**config.mk**
```make
export PLATFORM = sky130hd
export DESIGN_NAME = bin2bcd_seq
export DESIGN_NICKNAME = d
export VERILOG_FILES = /design/src/rtl/bin2bcd_seq.sv
export SDC_FILE = /design/constraint.sdc
export NUM_CORES = 1
export LEC_CHECK = 0
export CAP_MARGIN = 40
export CORE_UTILIZATION = 25
export DETAILED_ROUTE_END_ITERATION = 8
export SLEW_MARGIN = 20
export SYNTH_ARGS = -nofsm -noshare
export SYNTH_HDL_FRONTEND = slang
export SYNTH_SLANG_ARGS = --single-unit
```
**constraint.sdc**
```tcl
create_clock -name clk -period 2 [get_ports clk]
set_clock_uncertainty 0.15 [all_clocks]
set_input_delay 0.3 -clock clk [delete_from_list [all_inputs] [get_ports clk]]
set_output_delay 0.3 -clock clk [all_outputs]
set_load 0.005 [all_outputs]
```
**src/rtl/bin2bcd_seq.sv**
```systemverilog
// Sequential binary-to-BCD converter (shift-and-add-3), one operand bit per clock.
// Each 4-bit digit of bcd is meant to drive a BCD-to-Excess-3 encoder (digit MSB = a).
module bin2bcd_seq #(
    parameter int WIDTH  = 8,
    parameter int DIGITS = 3
) (
    input  logic                  clk,
    input  logic                  rst,
    input  logic                  start,
    input  logic [WIDTH-1:0]      bin,
    output logic                  busy,
    output logic                  done,
    output logic [4*DIGITS-1:0]   bcd
);

    localparam int BW = 4 * DIGITS;
    localparam int CW = $clog2(WIDTH) + 1;
    localparam logic [CW-1:0] LAST = CW'(WIDTH - 1);

    typedef enum logic [1:0] {
        IDLE  = 2'd0,
        SHIFT = 2'd1,
        DONE  = 2'd2
    } state_t;

    state_t            r_state;
    state_t            w_state_nxt;
    logic [WIDTH-1:0]  r_sh;
    logic [BW-1:0]     r_acc;
    logic [BW-1:0]     r_bcd;
    logic [CW-1:0]     r_cnt;
    logic [BW-1:0]     w_acc_adj;
    logic [BW-1:0]     w_acc_shift;
    logic              w_last;

    // Add 3 to every digit that is 5 or more, so the following doubling
    // carries correctly into the next decimal digit.
    function automatic logic [BW-1:0] adjust_digits(input logic [BW-1:0] a);
        logic [BW-1:0] r;
        r = a;
        for (int k = 0; k < DIGITS; k++) begin
            if (a[4*k +: 4] >= 4'd5) begin
                r[4*k +: 4] = a[4*k +: 4] + 4'd3;
            end
        end
        return r;
    endfunction

    assign w_acc_adj   = adjust_digits(r_acc);
    // The operand MSB enters the LSB of the BCD scratch on each shift.
    assign w_acc_shift = {w_acc_adj[BW-2:0], r_sh[WIDTH-1]};
    assign w_last      = (r_cnt == LAST);

    // State register.
    always_ff @(posedge clk or posedge rst) begin
        if (rst) begin
            r_state <= IDLE;
        end else begin
            r_state <= w_state_nxt;
        end
    end

    // Next-state decode; start is only looked at in IDLE.
    always_comb begin
        w_state_nxt = r_state;
        case (r_state)
            IDLE:    if (start)  w_state_nxt = SHIFT;
            SHIFT:   if (w_last) w_state_nxt = DONE;
            DONE:    w_state_nxt = IDLE;
            default: w_state_nxt = IDLE;
        endcase
    end

    // Operand capture, shift/adjust datapath and result register.
    always_ff @(posedge clk or posedge rst) begin
        if (rst) begin
            r_sh  <= '0;
            r_acc <= '0;
            r_cnt <= '0;
            r_bcd <= '0;
        end else begin
            case (r_state)
                IDLE: begin
                    if (start) begin
                        r_sh  <= bin;
                        r_acc <= '0;
                        r_cnt <= '0;
                    end
                end
                SHIFT: begin
                    r_acc <= w_acc_shift;
                    r_sh  <= r_sh << 1;
                    r_cnt <= r_cnt + CW'(1);
                    if (w_last) begin
                        r_bcd <= w_acc_shift;
                    end
                end
                default: ;
            endcase
        end
    end

    assign busy = (r_state == SHIFT);
    assign done = (r_state == DONE);
    assign bcd  = r_bcd;

endmodule

```
==> metrics.txt, run 1 <==
status complete, no violations; Critical Path AT 1.48 ns; area share of the largest cell type after synthesis 51.3%; port bufs 24; Leak 1.01 nW; Final Hold Fails 0; Slew Viols, Final 0; GRT Overall Usage 10.3%; Critical Path Sink Type output pin; initial drt markers 36; post-cts sizing count 0; yosys warns 0; RSZ-0062 raised after global routing false; complex-gate fraction of the synthesized area 17.2%; Avg WL per Cell 11.4 um; Critical R2R Launch r_acc[8]$_DFFE_PP0P_; EDFF count, synth 0; count of different cell masters after synthesis 30; RR Endpoint bcd[10]$_DFFE_PP0P_; Worst Path Max Fanout 2; Mapped Area 1850 um^2; fin crit share 96.5%; vias in the first global route 1325; net count after synthesis 197; DR vias 1388; beginning of the critical path r_state[1]$_DFFE_PP0P_; ant diodes 0; Max-Cap Viols 0; Crit Path Category reg -> out; Die ar. 7770 um^2; XOR/XNOR share of the synthesized area 1.42%; Worst path depth 3; gp weighted congestion 0.720; worst path cell trace or2b_4 > inv_2 > clkdlybuf4s50_1; #FFs+latches synth 38; Hold WC Path Type in -> async; Tightest Pin Transition 0.485 ns; cts hold-fix bufs 0; largest net degree at the start of global routing 39; Syn-to-layout area delta 27.3%; DRT Wirelength 3570 um; worst hold slack 0.267 ns; Critical Path RT 1.55 ns; crit-path max cell delay 0.49 ns; Routed Antenna Nets 0; H-tree levels 2; largest area contributor in the netlist dfrtp_1; Die H 88.1 um; ys flop type dfrtp_1; Peak supply drop 0.495 mV; CTS Sinks 38; Via-to-Cell Ratio 4.42; Post-Synth Simple-Gate Area 16.7%; FFs w/ async S/R, synth 100%; post-synthesis sequential area ratio 51.3%; Max clock buf depth 2; Worst Reg-to-Reg Cells 6; Post-Synth Adder-Cell Area 4.72%; Mapped Cells 179; share of cells above drive strength 1 16.3%; Ports 25; P per Cell Area 1460 nW/um^2; drt first pass iters 4; commonest cells in the netlist 38 x dfrtp_1, 20 x nand2_1, 18 x o21ai_1, 14 x a21oi_1, 10 x nor2_1; slew margin rel. 67.7%; setup violators final 0; insertion delay to the later sink of the worst-skew pair 0.29 ns; Worst path slowest cell clkdlybuf4s50_1; R2R Setup Slk 0.24 ns; CTS tree built; top-count cell post-synth dfrtp_1; DR DRC count 0; cell at the root of the clock tree clkbuf_8; starting density of the core 25.7%; proportion of synthesized area in mux cells 4.25%; FP Rows 31; first-pass GRT wire length 6130 um; main combinational cell family by area after synthesis compound AO/OA/AOI/OAI gates; worst path bufs/invs 2; fin crit period 1.93 ns; cts bufs inserted 5; Synth area leaders dfrtp_1 51%, o21ai_1 4.9%, ha_1 4.7%; initial antenna violation count 0; grt ovf 0; Startpoint Class flop; Worst Setup EP busy; Setup TNS Final 0 ns; core area 7210 um^2; Clk pin slew, worst setup/hold paths 0.08 ns; fmax 518 MHz; CP top delay family buffers and inverters; HPWL after DPL 2420 um; number of nets in the layout 232; die span in x 88.1 um; Avg Cell Area, Syn 10.4 um^2
power by group:
group / switching, W / total (W) / leakage (nW) / internal (W)
clock: 0.000279 / 0.000556 / 0.0472 / 0.000277
combinational: 0.000714 / 0.00155 / 0.491 / 0.000841
sequential: 0.000250 / 0.00135 / 0.476 / 0.00110
layout by cell type, fill, tap and decap left out, types with 3 or more instances in the layout:
cell type / synthesis / layout
nor2_1: 10 / 10
clkbuf_8: 0 / 6
o21ai_1: 18 / 18
ha_1: 7 / 7
nor3b_1: 9 / 9
a22o_1: 6 / 6
dfrtp_1: 38 / 38
a21oi_1: 14 / 14
xnor2_1: 3 / 3
inv_1: 7 / 7
clkdlybuf4s50_1: 0 / 24
mux2_2: 5 / 5
nand2_1: 20 / 20
nand2b_1: 3 / 3
a21oi_2: 3 / 3
o21ai_0: 7 / 7
buf_4: 4 / 10
nor3_1: 4 / 4
a31oi_1: 3 / 3
sequential cells by signal, indices dropped and copies added (netlist names):
| name | cells |
|---|---|
| bcd | 12 |
| r_sh | 8 |
| r_cnt | 4 |
| r_state | 2 |
| r_acc | 12 |
through the flow:
| stage | std cells | power, W | utilization [%] | setup slack (ns) | cell area (um^2) |
|---|---|---|---|---|---|
| after detailed placement | 303 | 0.00291 | 31.1 | 0.234 | 2240 |
| after floorplan | 179 | 0.00236 | - | 0.344 | 1850 |
| after global routing | 314 | 0.00378 | 32.7 | 0.0190 | 2360 |
| after global placement | 303 | 0.00288 | 31.1 | 0.302 | 2240 |
| final | 314 | 0.00346 | 32.7 | 0.0702 | 2360 |
| after CTS | 314 | 0.00351 | 32.7 | 0.0522 | 2360 |
worst min-delay path by stage:
stage / endpoint / slack (ns) / from
3_3_place_gp: bcd[0]$_DFFE_PP0P_ / 0.32 / bcd[0]$_DFFE_PP0P_
6_report: bcd[1]$_DFFE_PP0P_ / 0.27 / rst
5_1_grt: bcd[4]$_DFFE_PP0P_ / 0.33 / rst
4_1_cts: bcd[4]$_DFFE_PP0P_ / 0.29 / rst
2_1_floorplan: r_sh[1]$_DFFE_PP0P_ / 0.30 / r_sh[1]$_DFFE_PP0P_
3_5_place_dp: r_sh[2]$_DFFE_PP0P_ / 0.33 / r_sh[2]$_DFFE_PP0P_
worst min-delay path, cell delays in order:
cell,delay [ns]
clkdlybuf4s50_1,0.39
inv_1,0.05
buf_4,0.40
repair_timing:
action / in CTS / in global routing
endpoints found under the setup margin: 1 / 0
setup buffers: 3 / 0
endpoints found under the hold margin: 0 / 0
routing by layer:
metal  GRT usage [%]  part of all wire (%)  vias to the layer above
met1            12.9                    47                      670
met3            3.02                   4.7                        6
met2            16.9                    47                       22
met5               0                     0                        -
li1                -                     -                      690
met4            3.52                   1.3                        0
layout make-up:
class	instances	area, um^2
clock buffers	6	82.6
clock inverters	2	12.5
flip-flops and latches	38	951
fillers	772	4850
repair buffers	35	335
multi-input cells	125	821
inverters	9	33.8
well taps	99	124
cell families (layout without fill, tap and decap cells):
kind of cell    after synthesis  count (layout)
compound gates               54              54
flops                        38              38
simple gates                 54              54
fa+ha+maj                     7               7
mux                           7               7
xor+xnor                      3               3
buf+inv                      16              52
No activity file was read; power rests on OpenSTA's default activity.
==> inputs of run 2 (changes only) <==
- CORE_MARGIN: unset -> 2
==> run 2 against run 1 <==
Against the previous run:
- largest cell class unchanged
- critical endpoint is now done
- non-clock buffer count down 1
- power is 1.6% lower
- critical path depth is the same
==> metrics.txt, run 2 (same netlist as run 1, synthesis figures left out) <==
Crit Path Category reg -> out; Tightest Pin Transition 0.480 ns (-0.00481 ns); RSZ-0062 raised after global routing false; Syn-to-layout area delta 26.3%; DRT Wirelength 3550 um (-0.48%); Ports 25 (unchanged); most common cell after layout, fill and taps aside dfrtp_1; Avg WL per Cell 11.4 um (+0.48%); starting density of the core 25.7% (unchanged); status complete, no violations; Die ar. 8120 um^2 (+4.6%); met3 routed WL 112 um (-33%); gp weighted congestion 0.748 (+3.8%); Leak 1.01 nW (-0.66%); Met2 Routed Length 1670 um (about the same); cell at the root of the clock tree clkbuf_8; cts bufs inserted 5 (unchanged); core area 7210 um^2 (unchanged); Peak supply drop 0.735 mV (+49%); DR vias 1357 (-2.2%); Critical Path RT 1.55 ns (about the same); HPWL after DPL 2460 um (+1.9%); P per Cell Area 1450 nW/um^2 (-0.87%); die span in x 90.1 um (+2.3%); initial drt markers 47 (+31%); Clk pin slew, worst setup/hold paths 0.07 ns (about the same); share of cells above drive strength 1 15.1% (-1.2 points); WL met1 1730 um (+2.7%); Worst path depth 3 (unchanged); Max-Cap Viols 0 (unchanged); Worst Reg-to-Reg Cells 6 (unchanged); Hold WC Path Type in -> async; CTS Sinks 38 (unchanged); worst path bufs/invs 2 (unchanged); vias in the first global route 1355 (+2.3%); Via-to-Cell Ratio 4.36 (-1.3%); Worst path slowest cell clkdlybuf4s50_1; number of nets in the layout 231 (-0.43%); beginning of the critical path r_state[0]$_DFFE_PP0P_; drt first pass iters 4 (unchanged); ant diodes 0 (unchanged); Worst Path Max Fanout 5 (+3); first-pass GRT wire length 6250 um (+1.9%); crit-path max cell delay 0.52 ns (+0.03 ns); FP Rows 31 (unchanged); Startpoint Class flop; most frequent cells in the layout 38 x dfrtp_1, 23 x clkdlybuf4s50_1, 20 x nand2_1; H-tree levels 2 (unchanged); DR DRC count 0 (unchanged); Critical R2R Launch r_acc[8]$_DFFE_PP0P_; largest net degree at the start of global routing 39 (unchanged); fin crit share 94.3% (-2.2 points); Critical Path AT 1.44 ns (-0.04 ns); worst path cell trace buf_4 > nor2b_1 > clkdlybuf4s50_1; Critical Path Sink Type output pin; cell area after layout 2340 um^2 (-0.74%); fmax 530 MHz (+2.3%); GRT Overall Usage 9.37% (-0.92 points); Die H 90.1 um (+2.3%); Max clock buf depth 2 (unchanged); slew margin rel. 68.0% (+0.32 points); setup violators final 0 (unchanged); fin crit period 1.89 ns (-0.0440 ns); initial antenna violation count 0 (unchanged); Setup TNS Final 0 ns (unchanged); grt ovf 0 (unchanged); Highest Signal Layer met4; port bufs 24 (unchanged); Slew Viols, Final 0 (unchanged); insertion delay to the later sink of the worst-skew pair 0.28 ns (about the same); Area after DPL 2240 um^2 (unchanged); Final Hold Fails 0 (unchanged); CP top delay family buffers and inverters; CTS tree built; Routed Antenna Nets 0 (unchanged)
## run 2: changes by cell type in the layout (fill, tap and decap cells not counted)
cell / previous run / this run
clkdlybuf4s50_1: 24 / 23
buf_4: 10 / 9
dlymetal6s2s_1: 0 / 1
clkinv_2: 1 / 0
clkinvlp_4: 1 / 0
## run 2: timing repair
action,in CTS,in global routing
hold buffers,0,0
resized for setup,0,1
endpoints found under the hold margin,0,0
setup buffers,2,0
pin swaps,0,0
endpoints found under the setup margin,1,1
## run 2: final cells by class
type                       instances  area (um^2)
clock buffer                       6         82.6
fill                             769         4870
inverter                           9         33.8
multi-input combinational        125          821
sequential                        38          951
tap                               99          124
timing repair buffer              34          330
## run 2: routing by layer
metal,up-vias,track usage [%]
met2,20,15.5
li1,691,-
met1,642,11.7
met5,-,0
met4,0,3.21
met3,4,2.77
## run 2: final timing paths
check | slack (ns) | end
max reg2reg | 0.24 | bcd[10]$_DFFE_PP0P_
min in group clk | 0.34 | r_sh[1]$_DFFE_PP0P_
min | 0.26 | bcd[1]$_DFFE_PP0P_
min reg2reg | 0.34 | r_sh[1]$_DFFE_PP0P_
max | 0.11 | done
max in group asynchronous | 1.08 | r_sh[2]$_DFFE_PP0P_
## run 2: worst reg2reg max path, delay by kind of cell (launching register included)
kind                       cells  cell delay [ns]
muxes                          1             0.37
buffers and inverters          1             0.07
adders and majority gates      1             0.20
DFF                            1             0.42
and+or+nand+nor                1             0.08
AOI/OAI and AO/OA              2             0.38
## run 2: report_power, final
part           internal, W  switching (W)  leakage, nW
clock             0.000266       0.000244       0.0431
combinational     0.000833       0.000710        0.488
sequential         0.00110       0.000251        0.476
## run 2: metrics by stage
step | power (W) | hold WS, ns | setup WS (ns) | util [%] | cells
final | 0.00340 | 0.262 | 0.114 | 32.5 | 311
after global routing | 0.00368 | 0.355 | 0.0565 | 32.5 | 311
after CTS | 0.00347 | 0.290 | 0.0261 | 32.4 | 311
after detailed placement | 0.00292 | 0.326 | 0.227 | 31.1 | 303
after global placement | 0.00288 | 0.319 | 0.307 | 31.1 | 303
after floorplan | 0.00236 | 0.300 | 0.344 | - | 179
